[src/rtl/spdif_encode.sv]
// spdif_encode: biphase-mark S/PDIF (IEC 60958 consumer) transmitter.
//
// Takes 24-bit stereo samples through a one-deep holding register and
// serialises them as 192-frame blocks of two 32-slot subframes (B/M/W
// preamble, 24 audio bits LSB first, V, U, C, P). It advances one half-cell
// per strobe pulse (128 x fs) supplied by an external divider.
//
// Optional feature: define SPDIF_ENCODE_CHSTAT_EN to send a consumer
// channel-status word on the C bit. When it is undefined, C is 0 in every
// frame and FS_CODE / COPY_PERMIT have no effect.
//
// Ports:
//   clk           system clock (clk_384 domain)
//   reset         synchronous, active-high
//   strobe        one-clk pulse per half-cell, at most one every 2 clk
//   sample_left   left sample, two's complement
//   sample_right  right sample, two's complement
//   sample_valid  one-clk write pulse into the holding register
//   sample_ready  one-clk pulse when the held sample moves to the shifter
//   underrun      one-clk pulse when a frame starts with nothing held
//   block_start   one-clk pulse with the first half-cell of each B preamble
//   spdif         registered biphase-mark line output
//
// Subframe state:
//   SUB_LEFT  | emitting the left subframe (B or M preamble)
//   SUB_RIGHT | emitting the right subframe (W preamble)

module spdif_encode #(
    parameter logic [3:0] FS_CODE           = 4'b0010,
    parameter logic       COPY_PERMIT       = 1'b1,
    parameter logic       VALID_ON_UNDERRUN = 1'b1
) (
    input  logic        clk,
    input  logic        reset,
    input  logic        strobe,
    input  logic [23:0] sample_left,
    input  logic [23:0] sample_right,
    input  logic        sample_valid,
    output logic        sample_ready,
    output logic        underrun,
    output logic        block_start,
    output logic        spdif
);

    typedef enum logic {
        SUB_LEFT  = 1'b0,
        SUB_RIGHT = 1'b1
    } sub_t;

    // Preambles as sent after a low line level; first half-cell is the MSB.
    localparam logic [7:0] PRE_B      = 8'b11101000;
    localparam logic [7:0] PRE_M      = 8'b11100010;
    localparam logic [7:0] PRE_W      = 8'b11100100;
    localparam logic [7:0] LAST_FRAME = 8'd191;

    logic [5:0]  hc, hc_n;
    sub_t        sub, sub_n;
    logic [7:0]  frame, frame_n;
    logic        pending, pending_n;
    logic [23:0] hold_l, hold_l_n;
    logic [23:0] hold_r, hold_r_n;
    logic [47:0] shreg, shreg_n;
    logic        v_frame, v_frame_n;
    logic        parity, parity_n;
    logic        pre_inv, pre_inv_n;
    logic        spdif_n;
    logic        sample_ready_n, underrun_n, block_start_n;

    logic [4:0]  slot;
    logic [7:0]  pre_pat;
    logic        c_bit;
    logic        data_bit;
    logic        inv;
    logic        level;

    function automatic logic chstat_bit(input logic [7:0] n);
        logic b;
        b = 1'b0;
        if (n == 8'd2)
            b = COPY_PERMIT;
        else if (n >= 8'd24 && n <= 8'd27)
            b = FS_CODE[n[1:0]];
        return b;
    endfunction

`ifdef SPDIF_ENCODE_CHSTAT_EN
    assign c_bit = chstat_bit(frame);
`else
    assign c_bit = 1'b0;
`endif

    // Line level for the half-cell about to be emitted.
    always_comb begin
        slot    = hc[5:1];
        pre_pat = PRE_M;
        if (sub == SUB_RIGHT)
            pre_pat = PRE_W;
        else if (frame == 8'd0)
            pre_pat = PRE_B;

        case (slot)
            5'd28:   data_bit = v_frame;
            5'd29:   data_bit = 1'b0;
            5'd30:   data_bit = c_bit;
            5'd31:   data_bit = parity;
            default: data_bit = shreg[0];
        endcase

        // Preamble polarity is fixed by the level before its first half-cell
        // and held for all eight half-cells.
        inv = (hc == 6'd0) ? spdif : pre_inv;

        if (hc < 6'd8)
            level = pre_pat[~hc[2:0]] ^ inv;
        else if (!hc[0])
            level = ~spdif;
        else
            level = spdif ^ data_bit;
    end

    always_comb begin
        hc_n           = hc;
        sub_n          = sub;
        frame_n        = frame;
        pending_n      = pending;
        hold_l_n       = hold_l;
        hold_r_n       = hold_r;
        shreg_n        = shreg;
        v_frame_n      = v_frame;
        parity_n       = parity;
        pre_inv_n      = pre_inv;
        spdif_n        = spdif;
        sample_ready_n = 1'b0;
        underrun_n     = 1'b0;
        block_start_n  = 1'b0;

        if (strobe) begin
            spdif_n = level;

            if (hc == 6'd0) begin
                pre_inv_n = spdif;
                parity_n  = 1'b0;
                if (sub == SUB_LEFT) begin
                    block_start_n = (frame == 8'd0);
                    if (pending) begin
                        shreg_n        = {hold_r, hold_l};
                        v_frame_n      = 1'b0;
                        pending_n      = 1'b0;
                        sample_ready_n = 1'b1;
                    end else begin
                        shreg_n    = '0;
                        v_frame_n  = VALID_ON_UNDERRUN;
                        underrun_n = 1'b1;
                    end
                end
            end

            // Bits are committed on the second half-cell of each data slot;
            // parity covers slots 4..30 so P makes the total even.
            if (hc[0] && slot >= 5'd4 && slot <= 5'd30)
                parity_n = parity ^ data_bit;
            // Left audio shifts out first, which brings right into [23:0].
            if (hc[0] && slot >= 5'd4 && slot <= 5'd27)
                shreg_n = {1'b0, shreg[47:1]};

            if (hc == 6'd63) begin
                hc_n = 6'd0;
                if (sub == SUB_RIGHT) begin
                    sub_n   = SUB_LEFT;
                    frame_n = (frame == LAST_FRAME) ? 8'd0 : frame + 8'd1;
                end else begin
                    sub_n = SUB_RIGHT;
                end
            end else begin
                hc_n = hc + 6'd1;
            end
        end

        // A write in the load cycle becomes pending after the old data moved.
        if (sample_valid) begin
            hold_l_n  = sample_left;
            hold_r_n  = sample_right;
            pending_n = 1'b1;
        end
    end

    always_ff @(posedge clk) begin
        if (reset) begin
            hc           <= 6'd0;
            sub          <= SUB_LEFT;
            frame        <= 8'd0;
            pending      <= 1'b0;
            hold_l       <= '0;
            hold_r       <= '0;
            shreg        <= '0;
            v_frame      <= 1'b0;
            parity       <= 1'b0;
            pre_inv      <= 1'b0;
            spdif        <= 1'b0;
            sample_ready <= 1'b0;
            underrun     <= 1'b0;
            block_start  <= 1'b0;
        end else begin
            hc           <= hc_n;
            sub          <= sub_n;
            frame        <= frame_n;
            pending      <= pending_n;
            hold_l       <= hold_l_n;
            hold_r       <= hold_r_n;
            shreg        <= shreg_n;
            v_frame      <= v_frame_n;
            parity       <= parity_n;
            pre_inv      <= pre_inv_n;
            spdif        <= spdif_n;
            sample_ready <= sample_ready_n;
            underrun     <= underrun_n;
            block_start  <= block_start_n;
        end
    end

endmodule

[config.mk]
export PLATFORM = sky130hd
export DESIGN_NAME = spdif_encode
export DESIGN_NICKNAME = d
export VERILOG_FILES = /design/src/rtl/spdif_encode.sv
export SDC_FILE = /design/constraint.sdc
export NUM_CORES = 1
export LEC_CHECK = 0
export ABC_AREA = 1
export BUFFER_PORTS_ARGS = -buffer_cell sky130_fd_sc_hd__clkbuf_2
export CORE_MARGIN = 2
export CORE_UTILIZATION = 52
export DETAILED_ROUTE_END_ITERATION = 16
export PLACE_DENSITY = 0.72
export SLEW_MARGIN = 40
export SYNTH_ARGS = -nofsm -noshare
export SYNTH_HDL_FRONTEND = slang
export SYNTH_SLANG_ARGS = --single-unit
export TNS_END_PERCENT = 30
[constraint.sdc]
create_clock -name clk -period 1.7 [get_ports clk]
set_clock_uncertainty 0.05 [all_clocks]
set_input_delay 0.085 -clock clk [delete_from_list [all_inputs] [get_ports clk]]
set_output_delay 0.085 -clock clk [all_outputs]
set_load 0.03 [all_outputs]
==> metrics <==
status=finished with violations; failing checks=negative setup slack; Post-Place Cell Area=around 5200 um2; most used cell, CP=nand2_4; Worst Setup SP=hc[4]; Seq/Total Area, Yosys=48.8%; number of buffers created by CTS=17; share of layout cells above drive strength 1=between 20 and 25%; CP startpoint kind=flop; die width=about 100 um; CP bufs+invs=3; final worst slack=-0.0944 ns; Initial Util=between 50% and 60%; final hold vios=0; Fillers=between 600 and 700; Post-synth EDFFs=0; diode count=0; CP Class=reg2reg; GRT Overall Usage=a little under a quarter; fmax=around 560 MHz; Leak Pwr=0.00270 uW; Avg Inst Size Synth=about 7.8 um2; cells on worst reg2reg path=11; I/O Buffers=55; reg-to-reg startpoint=hc[4]; clk buf depth=2; total stage count of the critical path=11; pin count of the biggest net entering global routing=between 60 and 70; PnR Total Power=~7600 uW; RSZ-0062 raised after global routing=yes; Post-Syn Area=around 4900 um2; clk sinks=~120; first-pass GRT wire length=18.4 mm; critical path, cell by cell=nor2_4, nand2_4, inv_4, nand3_4, nor2_8, nand2_4, o21ai_4, clkbuf_16, buf_8, o21ai_1, a31oi_1; transition time of the tightest slew-check pin=0.411 ns; final core utilization=between 70% and 80%; root buffer cell=clkbuf_8; Primary FF master, synth=dfxtp_1; fin nets=a little under 800; final-report setup violation count=28; initial DRC count=roughly 310; CTS tree=done; Ports=between 50 and 60; Pwr per Cell Area=1150 nW/um2; synthesis-to-layout area growth=36.2%; Post-Syn Instances=625; Max VDD drop=966 uV; YS warnings=0; chip height=roughly 100 um; slowest CP cell=dfxtp_4; DRC viols=0; TNS Setup=-0.603 ns; later-pin clock latency in the skew report=between 0.5 and 0.6 ns; CP top delay family=simple AND/OR/NAND/NOR gates; initial antenna violation count=0; Seq cells post-synth=119; detailed-route via count=~4600; maximum fanout along the worst path=6; Worst EP required=~2.1 ns; die area=~10000 um2; number of global-route vias before repair=a little over 4000; Final ANT Viol Nets=0; FF-to-FF setup slack=-0.09 ns; Worst slew margin=72.6%; critical path endpoint=shreg[8]; Critical Path AT=between 2 and 2.5 ns; WL/cell=around 14 um; DRT Pass-1 Iters=5; Slew Viols, Final=0; Distinct cells, synth=36; Clk pin slew, worst setup/hold paths=~0.06 ns; gp weighted congestion=between 0.8 and 0.9; asr flop ratio synth=0%; post-synthesis net count=a little under 700; minimum clock period=1.79 ns; max cap viols=0; DR vias/cell=5.41; gr ovfl total=0; design area=between 6000 and 7000 um2; core area=9150 um2; DP HPWL=about 6.2 mm; final worst-path cycle share=106%; Worst Hold Class=in2reg; site row count=35; Setup WS pre-CTS=~0.019 ns; H-tree Lvls=4; WL final=~12 mm; endpoint class of the critical path=flop; Reg2Reg Capture Point=shreg[8]; max incr delay on CP=between 0.3 and 0.4 ns
-- routing by layer --
| layer | track usage (%) | vias up | share of wire [%] |
|---|---|---|---|
| met5 | 0 | - | 0 |
| met3 | 5.62 | 26 | 4.0 |
| li1 | - | 2320 | - |
| met4 | 11.1 | 0 | 2.4 |
| met2 | 36.8 | 143 | 50 |
| met1 | 28.1 | 2159 | 44 |
-- placed cells by master, fill, tap and decap left out, types with 2 or more instances in the layout --
| master | instances |
|---|---|
| nor3_1 | 4 |
| nor2_1 | 112 |
| clkbuf_2 | 55 |
| inv_6 | 5 |
| clkbuf_8 | 3 |
| xor2_1 | 5 |
| buf_4 | 11 |
| o21ai_2 | 5 |
| clkbuf_16 | 23 |
| nor2_4 | 4 |
| clkinv_2 | 2 |
| inv_1 | 16 |
| o21ai_1 | 36 |
| buf_12 | 8 |
| a21oi_1 | 21 |
| a31oi_1 | 38 |
| o21ai_0 | 62 |
| dfxtp_2 | 4 |
| nand2_1 | 111 |
| dfxtp_1 | 114 |
| dlygate4sd3_1 | 50 |
| ha_1 | 3 |
| nand2_4 | 2 |
| clkinvlp_4 | 2 |
| bufinv_16 | 3 |
| inv_2 | 5 |
| a22oi_1 | 7 |
| nand3_1 | 12 |
-- cell families after synthesis --
kind of cell	count (synthesis)	share of synthesized area, %
xor gates and xnor gates	5	0.898
buffers and inverters	65	7.21
and+or+nand+nor	256	22.0
adders and majority gates	4	1.03
AOI/OAI and AO/OA	176	20.0
DFF	119	48.8
-- worst min path at each step --
stage,to,slack (ns),startpoint,cells past startpoint
after floorplan,pending,0.10,reset,1
after global placement,hold_r[9],0.26,sample_right[9],3
after detailed placement,hold_r[20],0.26,sample_right[20],3
after CTS,hold_r[19],0.06,sample_valid,3
after global routing,hold_l[14],0.13,sample_valid,3
final,hold_l[4],0.1,sample_valid,3
-- state kept, by name, indices dropped and copies added, names as in the netlist --
register	count
pre_inv	1
shreg	48
hold_r	24
sample_ready	1
spdif	1
parity	1
block_start	1
hold_l	24
pending	1
sub	1
hc	6
frame	8
v_frame	1
underrun	1
-- per-stage QoR --
stage / hold slack, ns / cells
floorplan: 0.104 / 625
global placement: 0.257 / 763
detailed placement: 0.264 / 763
CTS: 0.0576 / 845
global route: 0.134 / 859
finish: 0.0972 / 859
-- layout make-up --
type                            count  area [um2]  share of cell area (%)
Clock buffer                       19         442                    6.65
Clock inverter                     13         168                    2.52
Inverter                           23        88.8                    1.34
Multi-Input combinational cell    441        2200                    33.1
Sequential cell                   119        2390                    36.0
Tap cell                          111         139                    2.09
Timing Repair Buffer              133        1220                    18.4
-- synthesized netlist by cell type (2+ instances only) --
| cell type | count | share of area [%] |
|---|---|---|
| dfxtp_1 | 119 | 49 |
| a31oi_1 | 39 | 5.0 |
| nor2_1 | 112 | 8.6 |
| nand3_1 | 12 | 1.2 |
| clkbuf_1 | 18 | 1.4 |
| nand2_1 | 111 | 8.5 |
| nor3_1 | 5 | 0.51 |
| nor2_2 | 3 | 0.38 |
| ha_1 | 4 | 1.0 |
| buf_6 | 13 | 3.0 |
| xor2_1 | 5 | 0.90 |
| inv_1 | 18 | 1.4 |
| nand2_2 | 2 | 0.26 |
| nor2_4 | 2 | 0.46 |
| o21ai_1 | 21 | 2.2 |
| buf_1 | 3 | 0.23 |
| o21ai_0 | 82 | 8.4 |
| buf_2 | 8 | 0.82 |
| a22oi_1 | 8 | 1.2 |
| a21oi_1 | 21 | 2.2 |
| inv_2 | 4 | 0.31 |
-- worst reg2reg max path: stages (launching register included) --
cell and delay, ns:
dfxtp_4 0.36, nor2_4 0.14, nand2_4 0.08, inv_4 0.07, nand3_4 0.09, nor2_8 0.15
nand2_4 0.08, o21ai_4 0.10, clkbuf_16 0.20, buf_8 0.13, o21ai_1 0.09, a31oi_1 0.19
-- timing repair --
item,4_1_cts,5_1_grt
hold endpoints to repair,57,0
gates resized for setup,4,37
gates cloned,0,9
setup buffers,0,5
endpoints found under the setup margin,5,53
hold buffers,50,0
pin swaps,0,4
-- power breakdown --
part	total (uW)	leakage [uW]	switching, uW	internal, uW
clock	3660	0.000296	1330	2330
sequential	3120	0.000984	121	3000
combinational	869	0.00142	441	427
Power figures use the tool's default switching activity.
